<file path="src/rtl/spi_frame_collector.sv">
// -----------------------------------------------------------------------------
// spi_frame_collector
//
// Purpose:
//   Collects the bytes of one SPI chip-select frame into a small frame memory.
//   The frame is then held for a processor to read. A frame starts when cs
//   falls and ends when cs rises. Each rising edge of the shifter's ready level
//   stores one byte. Once the frame ends, the memory is frozen and frame_valid
//   is raised until the consumer pulses frame_ack. Bytes that cannot be stored
//   are dropped and reported through the sticky overflow flag. A byte cannot be
//   stored when the memory is full, or when it arrives while a frame is held.
//
// Ports:
//   clk          single clock for all logic
//   rst          synchronous, active-low reset
//   cs           SPI chip select (active low, already synchronized to clk)
//   ready        byte-complete level from the SPI slave shifter
//   data_in      received byte, stable while ready is high
//   rd_addr      processor-side read address
//   rd_data      registered read data (0 for addresses outside the frame)
//   frame_valid  a complete frame is held and readable
//   frame_len    word count of the held frame
//   frame_ack    one-cycle pulse releasing the held frame
//   overflow     sticky flag: bytes were dropped
//   ovf_count    dropped-byte counter, saturating at 255
//                (present only when SPI_FRAME_OVF_CNT_EN is defined)
//
// Configuration macro:
//   SPI_FRAME_OVF_CNT_EN  defined   : ovf_count present, overflow sticky until reset
//                         undefined : no ovf_count, overflow cleared by frame_ack
// -----------------------------------------------------------------------------
module spi_frame_collector #(
    parameter  int DATA_WIDTH = 8,
    parameter  int BUF_SIZE   = 6,
    localparam int ADDR_WIDTH = $clog2(BUF_SIZE)
) (
    input  logic                  clk,
    input  logic                  rst,
    input  logic                  cs,
    input  logic                  ready,
    input  logic [DATA_WIDTH-1:0] data_in,
    input  logic [ADDR_WIDTH-1:0] rd_addr,
    output logic [DATA_WIDTH-1:0] rd_data,
    output logic                  frame_valid,
    output logic [ADDR_WIDTH:0]   frame_len,
    input  logic                  frame_ack,
    output logic                  overflow
`ifdef SPI_FRAME_OVF_CNT_EN
    ,
    output logic [7:0]            ovf_count
`endif
);

    localparam logic [ADDR_WIDTH:0] BUF_DEPTH = (ADDR_WIDTH + 1)'(BUF_SIZE);

    typedef enum logic [1:0] {
        IDLE = 2'd0,
        FILL = 2'd1,
        HOLD = 2'd2
    } state_t;

    state_t                state_reg, state_next;
    logic [ADDR_WIDTH:0]   wr_ptr_reg, wr_ptr_next;
    logic [ADDR_WIDTH:0]   frame_len_reg, frame_len_next;
    logic                  frame_valid_reg, frame_valid_next;
    logic                  overflow_reg, overflow_next;
    logic                  ready_prev_reg;
    // Set once cs has been seen high. After a reset in the middle of a frame,
    // this keeps the block from joining that frame partway through.
    logic                  arm_reg, arm_next;
    logic [DATA_WIDTH-1:0] rd_data_reg;
    logic                  wr_en;
    logic                  drop;
    logic                  ready_edge;
    logic                  rd_hit;

`ifdef SPI_FRAME_OVF_CNT_EN
    logic [7:0]            ovf_cnt_reg, ovf_cnt_next;
`endif

    // Frame memory: no reset, written only in FILL, registered read port.
    logic [DATA_WIDTH-1:0] mem [BUF_SIZE];

    assign ready_edge = ready & ~ready_prev_reg;
    assign rd_hit     = ({1'b0, rd_addr} < frame_len_reg);

    // -------------------------------------------------------------------------
    // State and control registers
    // -------------------------------------------------------------------------
    always_ff @(posedge clk) begin
        if (!rst) begin
            state_reg       <= IDLE;
            wr_ptr_reg      <= '0;
            frame_len_reg   <= '0;
            frame_valid_reg <= 1'b0;
            overflow_reg    <= 1'b0;
            ready_prev_reg  <= 1'b0;
            arm_reg         <= 1'b0;
        end else begin
            state_reg       <= state_next;
            wr_ptr_reg      <= wr_ptr_next;
            frame_len_reg   <= frame_len_next;
            frame_valid_reg <= frame_valid_next;
            overflow_reg    <= overflow_next;
            ready_prev_reg  <= ready;
            arm_reg         <= arm_next;
        end
    end

`ifdef SPI_FRAME_OVF_CNT_EN
    always_ff @(posedge clk) begin
        if (!rst) begin
            ovf_cnt_reg <= '0;
        end else begin
            ovf_cnt_reg <= ovf_cnt_next;
        end
    end
`endif

    // -------------------------------------------------------------------------
    // Next-state logic
    // -------------------------------------------------------------------------
    always_comb begin
        state_next       = state_reg;
        wr_ptr_next      = wr_ptr_reg;
        frame_len_next   = frame_len_reg;
        frame_valid_next = frame_valid_reg;
        overflow_next    = overflow_reg;
        arm_next         = arm_reg | cs;
        wr_en            = 1'b0;
        drop             = 1'b0;

        case (state_reg)
            IDLE: begin
                if (!cs && arm_reg) begin
                    wr_ptr_next = '0;
                    state_next  = FILL;
                end
            end

            FILL: begin
                if (ready_edge) begin
                    if (wr_ptr_reg < BUF_DEPTH) begin
                        wr_en       = 1'b1;
                        wr_ptr_next = wr_ptr_reg + 1'b1;
                    end else begin
                        drop = 1'b1;
                    end
                end
                // The length uses the updated pointer, so a byte landing in
                // the same cycle as cs rising is counted in the frame.
                if (cs) begin
                    if (wr_ptr_next != '0) begin
                        frame_len_next   = wr_ptr_next;
                        frame_valid_next = 1'b1;
                        state_next       = HOLD;
                    end else begin
                        state_next = IDLE;
                    end
                end
            end

            HOLD: begin
                drop = ready_edge;
                if (frame_ack) begin
                    frame_valid_next = 1'b0;
                    frame_len_next   = '0;
                    arm_next         = 1'b1;
                    state_next       = IDLE;
`ifndef SPI_FRAME_OVF_CNT_EN
                    overflow_next    = 1'b0;
`endif
                end
            end

            default: begin
                state_next = IDLE;
            end
        endcase

        // A drop in the ack cycle still counts, so it wins over the clear.
        if (drop) begin
            overflow_next = 1'b1;
        end

`ifdef SPI_FRAME_OVF_CNT_EN
        ovf_cnt_next = ovf_cnt_reg;
        if (drop && (ovf_cnt_reg != 8'hFF)) begin
            ovf_cnt_next = ovf_cnt_reg + 8'd1;
        end
`endif
    end

    // -------------------------------------------------------------------------
    // Frame memory write and registered read
    // -------------------------------------------------------------------------
    always_ff @(posedge clk) begin
        if (wr_en) begin
            mem[wr_ptr_reg[ADDR_WIDTH-1:0]] <= data_in;
        end
    end

    always_ff @(posedge clk) begin
        if (!rst) begin
            rd_data_reg <= '0;
        end else if (rd_hit) begin
            rd_data_reg <= mem[rd_addr];
        end else begin
            rd_data_reg <= '0;
        end
    end

    assign rd_data     = rd_data_reg;
    assign frame_valid = frame_valid_reg;
    assign frame_len   = frame_len_reg;
    assign overflow    = overflow_reg;
`ifdef SPI_FRAME_OVF_CNT_EN
    assign ovf_count   = ovf_cnt_reg;
`endif

endmodule

</file>
<file path="config.mk">
export PLATFORM = sky130hd
export DESIGN_NAME = spi_frame_collector
export DESIGN_NICKNAME = d
export VERILOG_FILES = /design/src/rtl/spi_frame_collector.sv
export SDC_FILE = /design/constraint.sdc
export NUM_CORES = 1
export LEC_CHECK = 0
export CORE_ASPECT_RATIO = 1.4
export CORE_MARGIN = 2
export CORE_UTILIZATION = 50
export DETAILED_ROUTE_END_ITERATION = 8
export GPL_TIMING_DRIVEN = 1
export MAX_ROUTING_LAYER = met4
export PLACE_DENSITY_LB_ADDON = 0.12
export SLEW_MARGIN = 30
export SYNTH_ARGS = -nofsm -noshare
export SYNTH_HDL_FRONTEND = slang
export SYNTH_SLANG_ARGS = --single-unit
</file>
<file path="constraint.sdc">
create_clock -name clk -period 2.9 [get_ports clk]
set_input_delay 0.725 -clock clk [delete_from_list [all_inputs] [get_ports clk]]
set_output_delay 0.725 -clock clk [all_outputs]
set_load 0.03 [all_outputs]
</file>
==> summary.md, run 1 <==
| Metric | Value |
|---|---|
| Status | completed |
| Crit path max-delay cell type | clkdlybuf4s50_1 |
| Synth Flop Type | edfxtp_1 |
| Tot GR Track Use | 19.94% |
| Slowest Stage Delay on Critical Path | 0.52 ns |
| DRT antenna net count | 0 |
| Worst r2r src | wr_ptr_reg[1] |
| Post-placement setup slack | 0.1751 ns |
| Grt ovf | 0 |
| Vias in the first global route | 1753 |
| R2r setup slk | 0.86 ns |
| Final WS setup | 0.4937 ns |
| Crit path kind | primary input to flop |
| Crit path DAT | 2.66 ns |
| Initial antenna violation count | 0 |
| Wire length per cell | 17.18 um |
| Die Ht | 93.61 um |
| Die area | 0.006366 sq mm |
| Setup bufs post-CTS | 0 |
| Worst reg2reg path depth | 7 |
| Register area share after synthesis | 65.62% |
| Ys async rst share | 0% |
| Number of synthesized flops with an enable pin | 48 |
| CP required | 3.16 ns |
| Routed WL | 5343 um |
| Final HPWL DP | 3820 um |
| Fmax | 415.6 MHz |
| Max IR drop VDD | 0.0003580 V |
| Syn Std Cell Area | 0.002868 sq mm |
| Core Area | 0.005525 sq mm |
| Die width | 68.01 um |
| Synth cell types | 40 |
| Yosys warns | 0 |
| CP endpoint kind | flop |
| Max Cap Viol | 0 |
| Global-route wire length before repair | 8604 um |
| RSZ-0062 raised after global routing | false |
| Worst-margin pin slew | 0.7792 ns |
| CP Max Fanout | 5 |
| Hold_buf cts | 0 |
| Core Rows | 32 |
| Final setup fails | 0 |
| CTS tree | built |
| Worst-path clk slew | 0.06 ns |
| Min Clock Period, post-route | 2.406 ns |
| Critical Path Start | ready |
| Via/cell ratio | 5.473 |
| Fin crit share | 82.98% |
| Crit path to | frame_len[0] |
| Power Density | 578.1 mW/mm^2 |
| Initial Utilization | 51.90% |
| Largest register FFs | 48 |
| CP Cell Sequence | clkdlybuf4s50_1 > nor3b_1 > a22o_1 > nor2_4 > a31oi_4 > buf_4 > mux2i_1 |
| Port Buffers | 29 |
| Max-slew violation count | 0 |
| Total vias in the final route | 1702 |
| Pin count of the biggest net entering global routing | 19 |
| Post-Syn Nets | 221 |
| P_leak | 1.209 nW |
| Fillers | 409 |
| DRT iter0 DRCs | 65 |
| Layout Nets | 260 |
| # DRC | 0 |
| Root Buffer | clkbuf_8 |
| Post-cts sizing count | 0 |
| Drt pass-1 iters | 4 |
| Slew margin rel. | 47.71% |
| Layout cells sized above 1 | 15.23% |
| H-tree levels | 3 |
| Clock Sinks | 70 |
| Mapped Avg Cell Area | 14.41 sq um |
| Diode count | 0 |
| Final TNS setup | 0 ns |
| Worst r2r dst | frame_len[0] |
| Cell count after synthesis | 199 |
| Min-delay worst type | flop to flop |
| Final Hold Viols | 0 |
| Worst Setup Start Kind | primary input |
| CTS Buffer Depth | 2 |
| Final GP Congestion | 0.8771 |
| #FFs+latches synth | 70 |
| TritonCTS Buffers | 9 |
| Worst skew pair latency | 0.33 ns |
| Layout Skew | 0.007184 ns |
| Boundary Pins | 30 |
| Synthesis-to-finish area growth | 21.07% |
-- power by group --
part	switching, mW	internal (mW)	total [mW]
sequential	0.00600	1.08	1.08
combinational	0.0798	0.0718	0.152
clock	0.329	0.443	0.772
-- synth_stat cells, types with 2 or more instances --
master | n | area, sq um
o21ai_1 | 2 | 10.01
and2_1 | 2 | 12.51
edfxtp_1 | 48 | 1441
xnor2_1 | 2 | 17.52
nor2b_1 | 7 | 43.79
nor3_1 | 2 | 10.01
buf_2 | 2 | 10.01
and3_1 | 3 | 18.77
inv_1 | 10 | 37.54
o21ai_0 | 2 | 10.01
nand2_1 | 11 | 41.29
mux4_2 | 8 | 180.2
a21oi_1 | 3 | 15.01
mux2i_1 | 12 | 120.1
nand3_1 | 4 | 20.02
nand2b_1 | 3 | 18.77
ha_1 | 6 | 75.07
a211oi_1 | 8 | 60.06
a21o_1 | 2 | 15.01
nor2_1 | 13 | 48.80
a32oi_1 | 3 | 26.28
dfxtp_1 | 22 | 440.4
clkbuf_1 | 7 | 26.28
-- kinds of logic (layout without fill, tap and decap cells) --
group | after synthesis | after routing | synth area share [%]
buf+inv | 20 | 64 | 2.705
flops | 70 | 70 | 65.62
compound gates | 29 | 29 | 7.897
fa+ha+maj | 6 | 6 | 2.618
xor+xnor | 2 | 2 | 0.6109
simple gates | 50 | 50 | 9.163
mux | 22 | 22 | 11.39
-- layer usage --
| metal | routed length [um] | part of all wire, % | track usage [%] |
|---|---|---|---|
| met4 | 139 | 2.6 | 8.667 |
| met2 | 2955 | 55 | 34.22 |
| met1 | 2078 | 39 | 21.40 |
| met5 | 0 | 0 | - |
| met3 | 170 | 3.2 | 4.693 |
-- layout make-up --
class                   count  area [sq um]  area share [%]
multi-input cells         109         908.4           26.16
well taps                  68         85.08           2.450
inverters                  10         37.54           1.081
clock buffers              13         158.9           4.577
flip-flops and latches     70          1882           54.20
clock inverters             3         42.54           1.225
repair buffers             38         357.8           10.31
-- cells in the final DEF, fill, tap and decap left out, types with 2 or more instances in the layout --
master	netlist	layout
a211oi_1	8	8
a21o_1	2	2
a21oi_1	3	3
a32oi_1	3	3
and2_1	2	2
and3_1	3	3
buf_4	0	9
clkbuf_1	7	2
clkbuf_8	0	11
clkdlybuf4s50_1	0	29
dfxtp_1	22	22
edfxtp_1	48	48
ha_1	6	6
inv_1	10	10
mux2i_1	12	12
mux4_2	8	8
nand2_1	11	11
nand2b_1	3	3
nand3_1	4	4
nor2_1	13	13
nor2b_1	7	7
nor3_1	2	2
o21ai_0	2	2
o21ai_1	2	2
xnor2_1	2	2
-- per-stage QoR --
stage | utilization, % | hold slack (ns) | instances | total power, mW | area (sq um)
after floorplan | - | 0.4475 | 199 | 1.193 | 2868
after global placement | 59.19 | 0.4614 | 295 | 1.253 | 3271
after detailed placement | 59.19 | 0.4676 | 295 | 1.258 | 3271
after CTS | 62.84 | 0.4764 | 311 | 2.028 | 3472
after global routing | 62.84 | 0.5045 | 311 | 2.088 | 3472
final | 62.84 | 0.4719 | 311 | 2.007 | 3472
-- worst min-delay path by stage --
stage | start | endpoint | slack, ns | cells past startpoint
after CTS | frame_len[1] | frame_len[1] | 0.48 | 2
after global routing | frame_len[1] | frame_len[1] | 0.50 | 2
after floorplan | state_reg[1] | state_reg[1] | 0.45 | 2
final | frame_len[2] | frame_len[2] | 0.47 | 2
after global placement | frame_len[1] | frame_len[1] | 0.46 | 2
after detailed placement | frame_len[1] | frame_len[1] | 0.47 | 2
-- critical path: cells and delay by family --
kind / cells / cell delay [ns]
buffers and inverters: 2 / 0.69
AND/OR/NAND/NOR: 2 / 0.55
multiplexers: 1 / 0.19
AO/OA/AOI/OAI: 2 / 0.51
Note: power is estimated with default switching activity, not from simulation.
==> run 2, diff against run 1 <==
==> constraint.sdc (replaced) <==
create_clock -name clk -period 2.1 [get_ports clk]
set_input_delay 0.525 -clock clk [delete_from_list [all_inputs] [get_ports clk]]
set_output_delay 0.525 -clock clk [all_outputs]
set_load 0.03 [all_outputs]
==> summary.md, run 2 (synthesis results as in run 1) <==
| Metric | Value |
|---|---|
| Max-slew violation count | 0 (unchanged) |
| Power Density | 800.5 mW/mm^2 (+38%) |
| Layout Skew | 0.007575 ns (+0.0003911 ns) |
| Busiest grt layer | met2 |
| Layout cells sized above 1 | 21.46% (+6.2 points) |
| Crit path max-delay cell type | clkdlybuf4s50_1 |
| CP required | 2.33 ns (-0.83 ns) |
| Clock Sinks | 70 (unchanged) |
| CTS Buffer Depth | 2 (unchanged) |
| Setup bufs post-CTS | 0 (unchanged) |
| Core Rows | 32 (unchanged) |
| Max Cap Viol | 0 (unchanged) |
| Grt ovf | 0 (unchanged) |
| CP Cell Sequence | clkdlybuf4s50_1 > or4b_1 > a22o_1 > nor2_4 > a31oi_4 > mux2_4 |
| Final Util | 65.90% (+3.1 points) |
| Diode count | 0 (unchanged) |
| CTS tree | built |
| Crit path DAT | 2.26 ns (-0.40 ns) |
| Total vias in the final route | 1813 (+6.5%) |
| Hold_buf cts | 0 (unchanged) |
| Die width | 68.01 um (unchanged) |
| Boundary Pins | 30 (unchanged) |
| Final Hold Viols | 0 (unchanged) |
| Sequential Power Share | 51.3% (-2.7 points) |
| CP endpoint kind | flop |
| Min Clock Period, post-route | 2.032 ns |
| Most common cell after layout, fill and taps aside | edfxtp_1 |
| Largest register FFs | 48 (unchanged) |
| Min-delay worst type | flop to flop |
| Final GP Congestion | 0.8651 (-1.4%) |
| H-tree levels | 3 (unchanged) |
| Post-placement setup slack | -0.2841 ns (-0.4592 ns) |
| Clock power frac | 41.0% (+2.5 points) |
| Layout Nets | 278 (+6.9%) |
| Fmax | 492.0 MHz |
| Slowest Stage Delay on Critical Path | 0.53 ns (about the same) |
| Status | completed |
| Worst skew pair latency | 0.34 ns (about the same) |
| Hold WS | 0.4706 ns (-0.001318 ns) |
| Crit path buf inv count | 1 (-1) |
| Internal power | 2.293 mW (+44%) |
| Tot GR Track Use | 21.19% (+1.3 points) |
| NetSw | 621.2 uW (+50%) |
| Met3 usage | 5.776% (+1.1 points) |
| Vias in the first global route | 1883 (+7.4%) |
| Sw Share | 21.31% (+0.65 points) |
| Final WS setup | 0.06754 ns (-0.4262 ns) |
| DRT iter0 DRCs | 83 (+28%) |
| Worst reg2reg path depth | 7 (unchanged) |
| DRT antenna net count | 0 (unchanged) |
| # DRC | 0 (unchanged) |
| Crit path kind | primary input to flop |
| Synthesis-to-finish area growth | 26.96% |
| Slew margin rel. | 77.77% (+30 points) |
| Worst Setup Start Kind | primary input |
| TritonCTS Buffers | 9 (unchanged) |
| Initial Utilization | 51.90% (unchanged) |
| Worst-path clk slew | 0.07 ns (about the same) |
| Met2 Usage GRT | 36.49% (+2.3 points) |
| Wire length per cell | 17.38 um (+1.1%) |
| RSZ-0062 raised after global routing | false |
| Final HPWL DP | 4019 um (+5.2%) |
| Die area | 0.006366 sq mm (unchanged) |
| Hold depth | 2 (unchanged) |
| Routed WL | 5717 um (+7.0%) |
| Worst-margin pin slew | 0.3335 ns (-0.4456 ns) |
| Combinational Power Share | 7.7% (about the same) |
| Via/cell ratio | 5.511 (+0.69%) |
| Global-route wire length before repair | 9246 um (+7.5%) |
| CP Max Fanout | 5 (unchanged) |
| Port Buffers | 29 (unchanged) |
| Post-cts sizing count | 0 (unchanged) |
| Core Area | 0.005525 sq mm (unchanged) |
| Max IR drop VDD | 0.0004386 V (+23%) |
| Initial antenna violation count | 0 (unchanged) |
| Pin count of the biggest net entering global routing | 17 (-2) |
| CP top delay family | simple AND/OR/NAND/NOR gates |
| Die Ht | 93.61 um (unchanged) |
| Final setup fails | 0 (unchanged) |
| P_leak | 1.318 nW (+9.0%) |
| Drt pass-1 iters | 4 (unchanged) |
| Fin crit share | 96.78% |
| Most frequent cells in the layout | edfxtp_1, clkdlybuf4s50_1, buf_4, dfxtp_1, nor2_1 |
| Grt met1 use | 22.85% (+1.4 points) |
| Root Buffer | clkbuf_8 |
| Final TNS setup | 0 ns (unchanged) |
| Levels on crit path | 6 (-1) |
[run 2: layout make-up]
type | count | area (sq um)
Clock buffer | 10 | 137.6
Clock inverter | 6 | 85.08
Fill cell | 433 | 1884
Inverter | 10 | 37.54
Multi-Input combinational cell | 109 | 908.4
Sequential cell | 70 | 1882
Tap cell | 68 | 85.08
Timing Repair Buffer | 56 | 505.5
[run 2: path summary, 6_finish.rpt]
kind	from	end	slack, ns
setup / recovery	ready	frame_valid	0.07
hold reg to reg	frame_len[1]	frame_len[1]	0.47
hold / removal	frame_len[1]	frame_len[1]	0.47
setup reg to reg	state_reg[1]	frame_valid	0.18
[run 2: layer usage]
layer	vias to the layer above	share of wire (%)
met2	36	56
met5	-	0
met3	9	2.8
met4	0	1.9
li1	865	-
met1	903	39
[run 2: power groups by stage]
stage,Clock [mW],Sequential [mW],Combinational [mW]
2_1_floorplan,0,1.54,0.106
3_3_place_gp,0,1.52,0.217
3_5_place_dp,0,1.53,0.223
4_1_cts,1.23,1.49,0.225
5_1_grt,1.28,1.50,0.243
6_report,1.20,1.49,0.224
[run 2: through the flow]
step,cell area (sq um),power [mW],instances
5_1_grt,3641,3.022,329
4_1_cts,3641,2.945,329
6_report,3641,2.915,329
3_3_place_gp,3418,1.742,313
3_5_place_dp,3418,1.749,313
2_1_floorplan,2868,1.648,199
[run 2: worst min-delay path: stages (launching register included)]
cell and delay (ns):
dfxtp_1 0.33, nand2_1 0.06, o21ai_1 0.05
